<file path="src/rtl/fifo_stream_pkg.sv">
// Shared types for the FIFO read-side stream adapter (fifo_rd_stream, fifo_rd_skid_buf).
package fifo_stream_pkg;

    localparam int unsigned C_BUF_DEPTH = 2;

    typedef logic [1:0] occ_t;

    typedef enum logic [1:0] {
        BUF_EMPTY = 2'd0,
        BUF_ONE   = 2'd1,
        BUF_TWO   = 2'd2
    } buf_state_e;

endpackage

</file>
<file path="src/rtl/fifo_rd_skid_buf.sv">
// Two-entry head/tail buffer absorbing the FIFO's registered read latency.
module fifo_rd_skid_buf
    import fifo_stream_pkg::*;
#(
    parameter int unsigned G_WIDTH = 8
) (
    input  logic               i_clk,
    input  logic               i_rst,
    input  logic               i_push,
    input  logic [G_WIDTH-1:0] i_data,
    input  logic               i_pop,
    output occ_t               o_occ,
    output logic [G_WIDTH-1:0] o_head
);

    buf_state_e         r_state;
    buf_state_e         w_state_nxt;
    logic [G_WIDTH-1:0] r_head;
    logic [G_WIDTH-1:0] r_tail;
    logic [G_WIDTH-1:0] w_head_nxt;
    logic [G_WIDTH-1:0] w_tail_nxt;

    always_ff @(posedge i_clk) begin
        if (i_rst) begin
            r_state <= BUF_EMPTY;
            r_head  <= '0;
            r_tail  <= '0;
        end else begin
            r_state <= w_state_nxt;
            r_head  <= w_head_nxt;
            r_tail  <= w_tail_nxt;
        end
    end

    // A push arriving while full only happens on a protocol error and is dropped.
    always_comb begin
        w_state_nxt = r_state;
        w_head_nxt  = r_head;
        w_tail_nxt  = r_tail;
        case (r_state)
            BUF_EMPTY: begin
                if (i_push) begin
                    w_state_nxt = BUF_ONE;
                    w_head_nxt  = i_data;
                end
            end
            BUF_ONE: begin
                if (i_push && i_pop) begin
                    w_head_nxt = i_data;
                end else if (i_push) begin
                    w_state_nxt = BUF_TWO;
                    w_tail_nxt  = i_data;
                end else if (i_pop) begin
                    w_state_nxt = BUF_EMPTY;
                end
            end
            BUF_TWO: begin
                if (i_pop) begin
                    w_state_nxt = BUF_ONE;
                    w_head_nxt  = r_tail;
                end
            end
            default: w_state_nxt = BUF_EMPTY;
        endcase
    end

    assign o_occ  = occ_t'(r_state);
    assign o_head = r_head;

endmodule

</file>
<file path="src/rtl/fifo_rd_stream.sv">
// Drains a synchronous_fifo read port into a valid/ready stream.
// Optional packet framing on o_last is enabled by defining FIFO_RD_STREAM_LAST_EN.
module fifo_rd_stream
    import fifo_stream_pkg::*;
#(
    parameter int unsigned G_WIDTH   = 8,
    parameter int unsigned G_PKT_LEN = 16
) (
    input  logic               i_clk,
    input  logic               i_rst,
    output logic               o_fifo_rd,
    input  logic [G_WIDTH-1:0] i_fifo_data,
    input  logic               i_fifo_empty,
    input  logic               i_fifo_rd_done,
    output logic               o_valid,
    input  logic               i_ready,
    output logic [G_WIDTH-1:0] o_data,
    output logic               o_last,
    output logic               o_err
);

    if (G_PKT_LEN < 1) begin : g_bad_pkt_len
        $error("fifo_rd_stream: G_PKT_LEN must be >= 1");
    end

    occ_t               w_occ;
    logic [G_WIDTH-1:0] w_head;
    logic               w_pop;
    logic               w_rd;
    logic [2:0]         w_level;
    logic               r_inflight;
    logic               r_err;

    fifo_rd_skid_buf #(
        .G_WIDTH (G_WIDTH)
    ) u_buf (
        .i_clk  (i_clk),
        .i_rst  (i_rst),
        .i_push (i_fifo_rd_done),
        .i_data (i_fifo_data),
        .i_pop  (w_pop),
        .o_occ  (w_occ),
        .o_head (w_head)
    );

    assign o_valid = (w_occ != occ_t'(0));
    assign w_pop   = o_valid && i_ready;

    // Counting the in-flight read as occupied keeps occ + inflight <= 2.
    assign w_level   = 3'(w_occ) + 3'(r_inflight) - 3'(w_pop);
    assign w_rd      = !i_rst && !i_fifo_empty && (w_level < 3'(C_BUF_DEPTH));
    assign o_fifo_rd = w_rd;

    always_ff @(posedge i_clk) begin
        if (i_rst) begin
            r_inflight <= 1'b0;
            r_err      <= 1'b0;
        end else begin
            r_inflight <= w_rd;
            if (i_fifo_rd_done && !r_inflight) begin
                r_err <= 1'b1;
            end
        end
    end

    assign o_data = w_head;
    assign o_err  = r_err;

`ifdef FIFO_RD_STREAM_LAST_EN
    localparam int unsigned C_CNT_W = $clog2(G_PKT_LEN + 1);

    logic [C_CNT_W-1:0] r_beat_cnt;

    always_ff @(posedge i_clk) begin
        if (i_rst) begin
            r_beat_cnt <= '0;
        end else if (w_pop) begin
            r_beat_cnt <= (r_beat_cnt == C_CNT_W'(G_PKT_LEN - 1)) ? '0 : r_beat_cnt + C_CNT_W'(1);
        end
    end

    assign o_last = o_valid && (r_beat_cnt == C_CNT_W'(G_PKT_LEN - 1));
`else
    assign o_last = 1'b0;
`endif

endmodule

</file>
<file path="config.mk">
export PLATFORM = sky130hd
export DESIGN_NAME = fifo_rd_stream
export DESIGN_NICKNAME = d
export VERILOG_FILES = /design/src/rtl/fifo_stream_pkg.sv /design/src/rtl/fifo_rd_skid_buf.sv /design/src/rtl/fifo_rd_stream.sv
export SDC_FILE = /design/constraint.sdc
export NUM_CORES = 1
export LEC_CHECK = 0
export BUFFER_PORTS_ARGS = -buffer_cell sky130_fd_sc_hd__buf_2
export CAP_MARGIN = 20
export CORE_MARGIN = 2
export CORE_UTILIZATION = 46
export CTS_CLUSTER_SIZE = 24
export DETAILED_ROUTE_END_ITERATION = 8
export GPL_ROUTABILITY_DRIVEN = 0
export PLACE_DENSITY = 0.73
export RECOVER_POWER = 50
export SLEW_MARGIN = 40
export SYNTH_ARGS = -nofsm -noshare
export SYNTH_HDL_FRONTEND = slang
export SYNTH_HIERARCHICAL = 1
export SYNTH_SLANG_ARGS = --single-unit
</file>
<file path="constraint.sdc">
create_clock -name i_clk -period 2 [get_ports i_clk]
set_input_delay 0.2 -clock i_clk [delete_from_list [all_inputs] [get_ports i_clk]]
set_output_delay 0.2 -clock i_clk [all_outputs]
set_load 0.1 [all_outputs]
</file>
Word-level counts from Yosys, hierarchy flattened
Index checks and enable logic that the tools add are counted.
{"block": "word_totals", "ff_bits": 20, "inputBits": 13, "elab_cells": 40}
{"block": "op_classes", "add_sub_neg": 2, "order_cmp": 1, "eq_ne": 7, "n_mux": 10, "n_bitwise": 1, "reduce_logical": 14}
{"operator": "$mux W8", "count": 3}
{"operator": "$pmux W8 S3", "count": 1}
{"operator": "$mux W2", "count": 5}
{"operator": "$reduce_and A4 Y1", "count": 2}
{"operator": "$pmux W2 S3", "count": 1}
{"operator": "$logic_and A1 B1 Y1", "count": 5}
{"operator": "$ne A2 B1 Y1 const B", "count": 2}
{"operator": "$ne A2 B2 Y1 const B", "count": 2}
{"operator": "$add A2 B1 Y3", "count": 1}
{"operator": "$logic_not A1 Y1", "count": 3}
{"operator": "$lt A3 B2 Y1 const B", "count": 1}
{"operator": "$ne A3 B2 Y1 const B", "count": 1}
{"operator": "$reduce_and A3 Y1", "count": 1}
{"operator": "$reduce_bool A3 Y1", "count": 1}
{"operator": "$sub A3 B1 Y3", "count": 1}
{"operator": "$eq A2 B1 Y1 const B", "count": 1}
{"operator": "$eq A2 B2 Y1 const B", "count": 1}
{"operator": "$logic_not A2 Y1", "count": 1}
{"operator": "$reduce_bool A2 Y1", "count": 1}
{"operator": "$not A1 Y1", "count": 1}

Logic depth before layout (Yosys ltp)
Gate-level depths: netlist of run 1.
{"block": "logic_depth", "word_depth": 6, "ltp_mapped": 7, "mapped_depth_nobuf": 7}

Hierarchy
Netlist of run 1, hierarchy kept.
{"module": "fifo_rd_skid_buf", "instances": 1, "cells_per_inst": 89, "area_per_inst_um2": 860.8}
{"module": "fifo_rd_stream", "instances": 1, "cells_per_inst": 16, "area_per_inst_um2": 147.6}

Worst setup path before layout of run 1
OpenSTA, ideal clock, no wires.
{"block": "synth_timing", "kind": "register to output", "start": "register u_buf.r_state[1] (netlist: u_buf/o_occ[1])", "end": "output o_fifo_rd", "t_arrival_ps": 5599, "t_required_ps": 1800, "slack_ps": -3799, "stages_incl_launch_ff": 8, "n_path_buf": 0, "cell_sequence": "dfxtp_1 -> or2_1 -> and2_1 -> ha_1 -> nand2b_1 -> fa_1 -> xor2_1 -> nor4b_1"}
{"block": "synth_between", "elab_chain_cells": 5, "elab_cells_between_ends": 6}
{"item": "start: declaration", "line_no": "fifo_rd_skid_buf.sv:16", "source": "buf_state_e r_state;"}
{"item": "start signal: assignment", "line_no": "fifo_rd_skid_buf.sv:29", "source": "r_state <= w_state_nxt;"}
{"item": "$reduce_bool A2 Y1", "line_no": "fifo_rd_stream.sv:46", "source": "assign o_valid = (w_occ != occ_t'(0));"}
{"item": "net o_valid", "line_no": "fifo_rd_stream.sv:15", "source": "output logic o_valid,"}
{"item": "$logic_and A1 B1 Y1", "line_no": "fifo_rd_stream.sv:47", "source": "assign w_pop = o_valid && i_ready;"}
{"item": "net w_pop", "line_no": "fifo_rd_stream.sv:28", "source": "logic w_pop;"}
{"item": "$sub A3 B1 Y3", "line_no": "fifo_rd_stream.sv:50", "source": "assign w_level = 3'(w_occ) + 3'(r_inflight) - 3'(w_pop);"}
{"item": "$lt A3 B2 Y1", "line_no": "fifo_rd_stream.sv:51", "source": "assign w_rd = !i_rst && !i_fifo_empty && (w_level < 3'(C_BUF_DEPTH));"}
{"item": "$logic_and A1 B1 Y1", "line_no": "fifo_rd_stream.sv:51"}
{"item": "end: declaration", "line_no": "fifo_rd_stream.sv:11", "source": "output logic o_fifo_rd,"}
The timed path passes the listed nets, and every way through them passes these cells.

Final worst setup path of run 1
{"block": "layout_timing", "start": "register u_buf.r_state[1] (netlist: u_buf/o_occ[1])", "end": "output o_fifo_rd"}
{"block": "layout_between", "elab_chain_cells": 5, "elab_cells_between_ends": 6}
{"item": "$reduce_bool A2 Y1", "line_no": "fifo_rd_stream.sv:46"}
{"item": "$logic_and A1 B1 Y1", "line_no": "fifo_rd_stream.sv:47"}
{"item": "net w_pop", "line_no": "fifo_rd_stream.sv:28"}
{"item": "$sub A3 B1 Y3", "line_no": "fifo_rd_stream.sv:50"}
{"item": "$lt A3 B2 Y1", "line_no": "fifo_rd_stream.sv:51"}
{"item": "$logic_and A1 B1 Y1", "line_no": "fifo_rd_stream.sv:51"}
The timed path passes the listed nets, and every way through them passes these cells.

==> results of run 1 <==
==> Yosys cell counts, types with 2 or more instances <==
library cell	number	area share [%]
a21oi_1	10	5.0
nor4b_1	2	1.7
a211oi_2	8	9.9
buf_2	2	0.99
inv_1	2	0.74
buf_4	2	1.5
dfxtp_1	20	40
and2_1	2	1.2
mux2i_1	8	7.9
nand2_1	17	6.3
clkbuf_1	2	0.74
clkbuf_2	2	0.99
a211oi_1	8	6.0
nand2b_1	4	2.5
==> cell type report <==
class                      count  area [um2]
tap                           27        33.8
timing repair buffer          29         164
sequential                    20         405
multi-input combinational     74         603
clock buffer                   4        26.3
fill                         194         782
inverter                       2        7.51
==> power groups by stage <==
stage,registers (mW),clock network [mW],logic (mW)
3_3_place_gp,0.455,0,0.439
3_5_place_dp,0.458,0,0.448
5_1_grt,0.453,0.226,0.471
4_1_cts,0.448,0.204,0.454
6_report,0.449,0.196,0.448
2_1_floorplan,0.608,0,0.213
==> flip-flops by register name, indices dropped and copies added, names as in the netlist <==
signal / cells
u_buf/o_head: 8
r_inflight: 1
o_err: 1
u_buf/o_occ: 2
u_buf/r_tail: 8
==> per-layer routing <==
metal  up-vias  track usage, %  wire (um)
li1        415               -          -
met1       393            21.9        927
met2        20            31.8       1090
met3         2            2.63         83
met4         0            6.76         15
met5         -               0          0
==> kinds of logic after synthesis <==
kind of cell / after synthesis / synth area share (%)
AO/OA/AOI/OAI: 30 / 24.6
XOR/XNOR: 1 / 0.869
adder cells (fa/ha/maj): 2 / 3.23
buffers and inverters: 11 / 6.08
flip-flops: 20 / 39.7
multiplexers: 8 / 7.94
other: 1 / 0.372
AND/OR/NAND/NOR: 32 / 17.2
==> worst paths after layout <==
check	from	endpoint	slack, ns	cells past startpoint
hold / removal	i_fifo_empty	r_inflight	0.12	2
hold reg to reg	o_err	o_err	0.45	2
setup reg to reg	u_buf/o_occ[1]	r_inflight	-0.06	8
setup / recovery	u_buf/o_occ[1]	o_fifo_rd	-0.57	8
==> repair_timing <==
item / CTS / global route
setup buffers: 1 / 1
resized for setup: 0 / 1
setup endpoints to repair: 1 / 2
pin swaps: 2 / 1
==> flow_summary.ini, run 1 <==
[pwr]
leakagePower_nw = 0.519
p_sw_share_pct = 41.5
p_clk_share_pct = 17.9
vdd_drop_max_mv = 0.567
power.switching_uw = 454
power_mw = 1.09
internal-power_uw = 639
comb_power_share_pct = 41.0
pwr-share-seq_pct = 41.1
powerDensity_nw_per_um2 = 881

[job]
cap_viol_max_count = 0

[cts]
clk_pin_slew_ns = 0.11
holdBufCountCts = 0
cts_buffer_depth = 2
cts_tree = built
cts_buffers = 3
cts-root-buf = clkbuf_4
cts_max_level = 1
clk_latency_ns = 0.29
cts_sinks = 20

[global_route]
grt_pass1_wl_mm = 3.43
grt_pass1_vias = 773
grt_usage_pct = 17.9
grt_remaining_overflow = 0
antenna_found_initial = 0
grt_max_degree = 22

[cells_and_area]
final_cells = 156
syn_to_final_growth_pct = 23.0
antenna_cells = 0
final_cell_mix = dfxtp_1, nand2_1, buf_2
utilization_pct = 61.3
final_cell_area_um2 = 1240
layout_commonest_cell = dfxtp_1
layout-drive-gt1-share_pct = 32.6
finalNetCount = 145

[placed_design]
dpl_worst_slack_ns = -0.328
dp_cells = 151
hpwlAfterDp_mm = 1.58
postPlaceCellArea_um2 = 1210
portBuffers = 23

[timing]
clock.fmax_mhz = 390
fin_crit_sh_pct = 128
timing.final.ws_setup_ns = -0.567
drv_slew = 0
finalSetupTns_ns = -0.624
worstMarginPinSlew_ns = 1.17
fin_skew_ns = 0.00401
hold_viol_final = 0
maxSlewHeadroom_pct = 22.6
hold_ws_ns = 0.117
setup_viol_count_final = 2
rsz0062_at_grt = yes
fin_crit_ns = 2.57

[detailed_routing]
post_drt_wl_per_cell_um = 13.6
viasPerCell = 5.32
drc = 0
first_pass_iters = 4
via_count = 830
ant_nets = 0
wirelength_mm = 2.12
drt-initial-drc-count = 22

[min_path]
hold_path_class = input pin to flop

[logic_synthesis]
synth-async-reset-ratio_pct = 0
ys_ff_latch = 20
synth_edf_count = 0
ys_warn_count = 6
yosysSeqAreaShare_pct = 39.7
ys.flop_type = dfxtp_1
synthesis.area_um2 = 1010
syn_avg_cell_area_um2 = 9.60
yosys.cell_types.count = 30
netlist_instances = 105
syn_nets = 120

[setup_path]
critical_path.top_delay_family = simple AND/OR/NAND/NOR gates
cpPeakStageDelay_ns = 0.36
path_buf_inv = 1
cp.arrival_ns = 2.37
setup.worst_path.end_class = output port
critPathSlowestCell = dfxtp_4
crit_path_cell_trace = or2_4 -> and2_4 -> ha_4 -> nand2b_4 -> fa_2 -> xor2_2 -> nor4b_4 -> buf_12
cp-start-kind = flop
critPathKind = flop to output port
crit_fanout = 2
worstPathRequired_ns = 1.80

[die]
start_util_pct = 49.9
die_y_um = 50.8
core_area_um2 = 2020
fp.dieArea_um2 = 2580
io-pin-count = 25
fp-row-count = 16
die_w_um = 50.8

[status]
violations = negative setup slack
outcome = finished, violations left
No activity file was read; power rests on OpenSTA's default activity.
==> run 2: changes to the inputs <==
--- a/config.mk
+++ b/config.mk
@@ -14,6 +14,7 @@
 export GPL_ROUTABILITY_DRIVEN = 0
 export PLACE_DENSITY = 0.73
 export RECOVER_POWER = 50
+export SETUP_SLACK_MARGIN = 0.5
 export SLEW_MARGIN = 40
 export SYNTH_ARGS = -nofsm -noshare
 export SYNTH_HDL_FRONTEND = slang
==> flow_summary.ini, run 2 (same netlist as run 1, synthesis figures left out) <==
[status]
outcome = finished, violations left
violations = negative setup slack

[detailed_routing]
drt-initial-drc-count = 15
wirelength_mm = 2.24
post_drt_wl_per_cell_um = 14.0
ant_nets = 0
first_pass_iters = 4
viasPerCell = 5.39
via_count = 862
drc = 0

[cts]
cts_tree = built
holdBufCountCts = 0
cts_sinks = 20
cts_buffer_depth = 2
cts_buffers = 3
clk_pin_slew_ns = 0.11
clk_latency_ns = 0.29
cts_max_level = 1
cts-root-buf = clkbuf_4

[setup_path]
worstPathRequired_ns = 1.80
critPathKind = flop to output port
crit_fanout = 2
cp-start-kind = flop
cp.arrival_ns = 2.36
setup.worst_path.end_class = output port

[global_route]
antenna_found_initial = 0
grt_max_degree = 22
grt_remaining_overflow = 0
grt_pass1_wl_mm = 3.72
grt_usage_pct = 19.5
grt_pass1_vias = 874

[pwr]
comb_power_share_pct = 42.2
leakagePower_nw = 0.548
vdd_drop_max_mv = 0.576
pwr-share-seq_pct = 40.5
p_sw_share_pct = 41.4
p_clk_share_pct = 17.3
power.switching_uw = 459
internal-power_uw = 651
powerDensity_nw_per_um2 = 853

[placed_design]
hpwlAfterDp_mm = 1.53
portBuffers = 23
postPlaceCellArea_um2 = 1210

[min_path]
hold_path_class = input pin to flop

[timing]
hold_ws_ns = 0.115
hold_viol_final = 0
fin_skew_ns = 0.00304
maxSlewHeadroom_pct = 22.2
rsz0062_at_grt = yes
timing.final.ws_setup_ns = -0.559
worstMarginPinSlew_ns = 1.17
fin_crit_ns = 2.56
fin_crit_sh_pct = 128
clock.fmax_mhz = 391
drv_slew = 0
setup_viol_count_final = 1

[die]
start_util_pct = 49.9
die_y_um = 50.8
fp-row-count = 16
core_area_um2 = 2020
io-pin-count = 25
fp.dieArea_um2 = 2580
die_w_um = 50.8

[cells_and_area]
finalNetCount = 149
layout_commonest_cell = dfxtp_1
final_cell_mix = dfxtp_1, nand2_1, buf_2
final_cell_area_um2 = 1300
syn_to_final_growth_pct = 29.2
layout-drive-gt1-share_pct = 37.6
antenna_cells = 0

[job]
cap_viol_max_count = 0
[run 2: final cells by class]
class | instances | area, um2
inverters | 2 | 7.51
flip-flops and latches | 20 | 405
clock buffers | 4 | 26.3
repair buffers | 32 | 195
multi-input cells | 75 | 634
well taps | 27 | 33.8
fillers | 187 | 719
[run 2: worst paths after layout]
check | start | to | slack [ns] | cells after the start
setup / recovery | u_buf/o_occ[1] | o_fifo_rd | -0.56 | 8
hold / removal | i_fifo_empty | r_inflight | 0.11 | 2
setup reg to reg | u_buf/o_occ[1] | u_buf/r_tail[2] | 0.06 | 10
hold reg to reg | o_err | o_err | 0.46 | 2
[run 2: through the flow]
| step | util (%) | power (mW) | setup WS, ns | instances | TNS (ns) |
|---|---|---|---|---|---|
| 2_1_floorplan | - | 0.827 | -1.13 | 105 | -1.25 |
| 3_3_place_gp | 59.9 | 0.894 | -0.292 | 151 | -0.292 |
| 3_5_place_dp | 59.9 | 0.904 | -0.328 | 151 | -0.328 |
| 4_1_cts | 64.5 | 1.12 | -0.583 | 160 | -0.583 |
| 5_1_grt | 64.4 | 1.17 | -0.667 | 160 | -0.706 |
| 6_report | 64.4 | 1.11 | -0.559 | 160 | -0.559 |
[run 2: power groups by stage]
stage,clock network [mW],registers [mW],logic (mW)
finish,0.192,0.450,0.469
floorplan,0,0.608,0.219
CTS,0.202,0.449,0.471
detailed placement,0,0.457,0.447
global placement,0,0.455,0.439
global route,0.220,0.455,0.493
[run 2: what timing repair did]
| item | CTS | global route |
|---|---|---|
| buffers inserted | 3 | 0 |
| setup endpoints to repair | 20 | 20 |
| cloned | 2 | 0 |
| resized for setup | 8 | 2 |
| hold endpoints to repair | 0 | 0 |
| pin swaps | 4 | 1 |
[run 2: layer usage]
layer / up-vias / global-route usage [%] / part of all wire, % / routed length [um]
met3: 6 / 3.80 / 4.3 / 97
met4: 0 / 11.7 / 2.5 / 57
met2: 21 / 34.6 / 51 / 1140
met5: - / 0 / 0 / 0
met1: 403 / 21.5 / 42 / 950
li1: 432 / - / - / -
[run 2: critical path, stage by stage (launching register included)]
cell and delay (ns):
dfxtp_4 0.36, or2_4 0.22, and2_4 0.15, ha_4 0.20
nand2b_4 0.13, fa_2 0.35, xor2_2 0.17, nor4b_4 0.27
buf_12 0.21
==> run 3: changes to the inputs <==
--- a/config.mk
+++ b/config.mk
@@ -15,6 +15,7 @@
 export PLACE_DENSITY = 0.73
 export RECOVER_POWER = 50
 export SETUP_SLACK_MARGIN = 0.5
+export SKIP_CTS_REPAIR_TIMING = 1
 export SLEW_MARGIN = 40
 export SYNTH_ARGS = -nofsm -noshare
 export SYNTH_HDL_FRONTEND = slang
==> flow_summary.ini, run 3 (same netlist as run 1, synthesis figures left out) <==
[status]
outcome = finished, violations left
violations = negative setup slack

[detailed_routing]
wirelength_mm = 2.19
first_pass_iters = 4
ant_nets = 0
via_count = 837
viasPerCell = 5.30
drt-initial-drc-count = 7
drc = 0
post_drt_wl_per_cell_um = 13.9

[cells_and_area]
syn_to_final_growth_pct = 27.3
finalNetCount = 147
layout-drive-gt1-share_pct = 37.4
antenna_cells = 0
nFillCells = 186
final_cell_mix = dfxtp_1, nand2_1, buf_2
final_cell_area_um2 = 1280
layout_commonest_cell = dfxtp_1

[cts]
clk_pin_slew_ns = 0.11
cts_sinks = 20
cts_tree = built
cts-root-buf = clkbuf_4
clk_latency_ns = 0.29
cts_buffer_depth = 2
cts_buffers = 3
cts_max_level = 1

[global_route]
antenna_found_initial = 0
grt_pass1_vias = 805
grt_usage_pct = 18.2
grt_pass1_wl_mm = 3.47
grt_remaining_overflow = 0
grt_max_degree = 22

[setup_path]
critical_path.top_delay_family = simple AND/OR/NAND/NOR gates
cp-start-kind = flop
critPathKind = flop to output port
critPathSlowestCell = dfxtp_4
path_buf_inv = 1
worstRegToRegCells = 7
crit_path_cell_trace = or2_4 -> and2_4 -> ha_4 -> nand2b_4 -> fa_2 -> xor2_2 -> nor4b_4 -> buf_12
worstReg2RegStart = u_buf/o_occ[1]
cpPeakStageDelay_ns = 0.36
worstPathRequired_ns = 1.80
setup.worst_path.end_class = output port
cp.arrival_ns = 2.36
crit_fanout = 2
r2r-end = r_inflight
r2r_slack_ns = 0.09

[timing]
clock.fmax_mhz = 390
fin_crit_ns = 2.56
worstMarginPinSlew_ns = 1.16
finalSetupTns_ns = -0.562
hold_viol_final = 0
rsz0062_at_grt = yes
maxSlewHeadroom_pct = 23.0
drv_slew = 0
timing.final.ws_setup_ns = -0.562
setup_viol_count_final = 1
fin_skew_ns = 0.00404
fin_crit_sh_pct = 128

[die]
fp.dieArea_um2 = 2580
core_area_um2 = 2020
fp-row-count = 16
io-pin-count = 25
die_y_um = 50.8
die_w_um = 50.8
start_util_pct = 49.9

[min_path]
hold_path_class = input pin to flop
min_to = r_inflight
hp-start = i_fifo_empty
holdPathStages = 2

[placed_design]
hpwlAfterDp_mm = 1.53
dpl_worst_slack_ns = -0.328
postPlaceCellArea_um2 = 1210
portBuffers = 23

[job]
cap_viol_max_count = 0

[pwr]
powerDensity_nw_per_um2 = 860
vdd_drop_max_mv = 0.576
leakagePower_nw = 0.539
-- run 3: cell types whose count changed in the layout (fill, tap and decap cells not counted) --
| cell | before | now |
|---|---|---|
| buf_1 | 1 | 0 |
| buf_2 | 14 | 13 |
| buf_4 | 5 | 6 |
| buf_6 | 3 | 1 |
| clkbuf_2 | 0 | 1 |
-- run 3: cell type report --
type,instances,area (um2),share of cell area [%]
tap,27,33.8,2.63
multi-input combinational,75,634,49.4
timing repair buffer,30,176,13.7
sequential,20,405,31.6
inverter,2,7.51,0.585
clock buffer,4,26.3,2.05
-- run 3: layer usage --
| layer | up-vias | GRT usage, % | part of all wire (%) |
|---|---|---|---|
| li1 | 425 | - | - |
| met1 | 393 | 20.2 | 44 |
| met2 | 15 | 32.7 | 50 |
| met4 | 0 | 10.4 | 2.1 |
| met5 | - | 0 | 0 |
| met3 | 4 | 2.92 | 3.5 |
-- run 3: power by group --
group          total (mW)  internal (mW)  switching, mW
Clock               0.193         0.0775          0.115
Combinational       0.461          0.137          0.324
Sequential          0.450          0.432         0.0178
Total                1.10          0.646          0.457
-- run 3: how the worst max path moves through the flow --
stage	from	to	slack, ns	cells after the start
final	u_buf/o_occ[1]	o_fifo_rd	-0.56	8
after global placement	u_buf/o_occ[1]	o_fifo_rd	-0.29	8
after floorplan	u_buf/o_occ[1]	o_fifo_rd	-1.13	7
after detailed placement	u_buf/o_occ[1]	o_fifo_rd	-0.33	8
after CTS	u_buf/o_occ[1]	o_fifo_rd	-0.67	8
after global routing	u_buf/o_occ[1]	o_fifo_rd	-0.67	8
-- run 3: worst register-to-register path, stage by stage (launching register included) --
cell	delay (ns)
dfxtp_4	0.36
or2_4	0.22
and2_4	0.15
ha_4	0.20
nand2b_4	0.13
fa_2	0.35
xor2_2	0.17
nor4b_1	0.23
-- run 3: through the flow --
step	utilization, %	std cells	power (mW)	hold slack (ns)
floorplan	-	105	0.827	0.269
global placement	59.9	151	0.894	0.422
detailed placement	59.9	151	0.904	0.422
CTS	61.2	155	1.10	0.0991
global route	63.5	158	1.16	0.102
finish	63.5	158	1.10	0.114
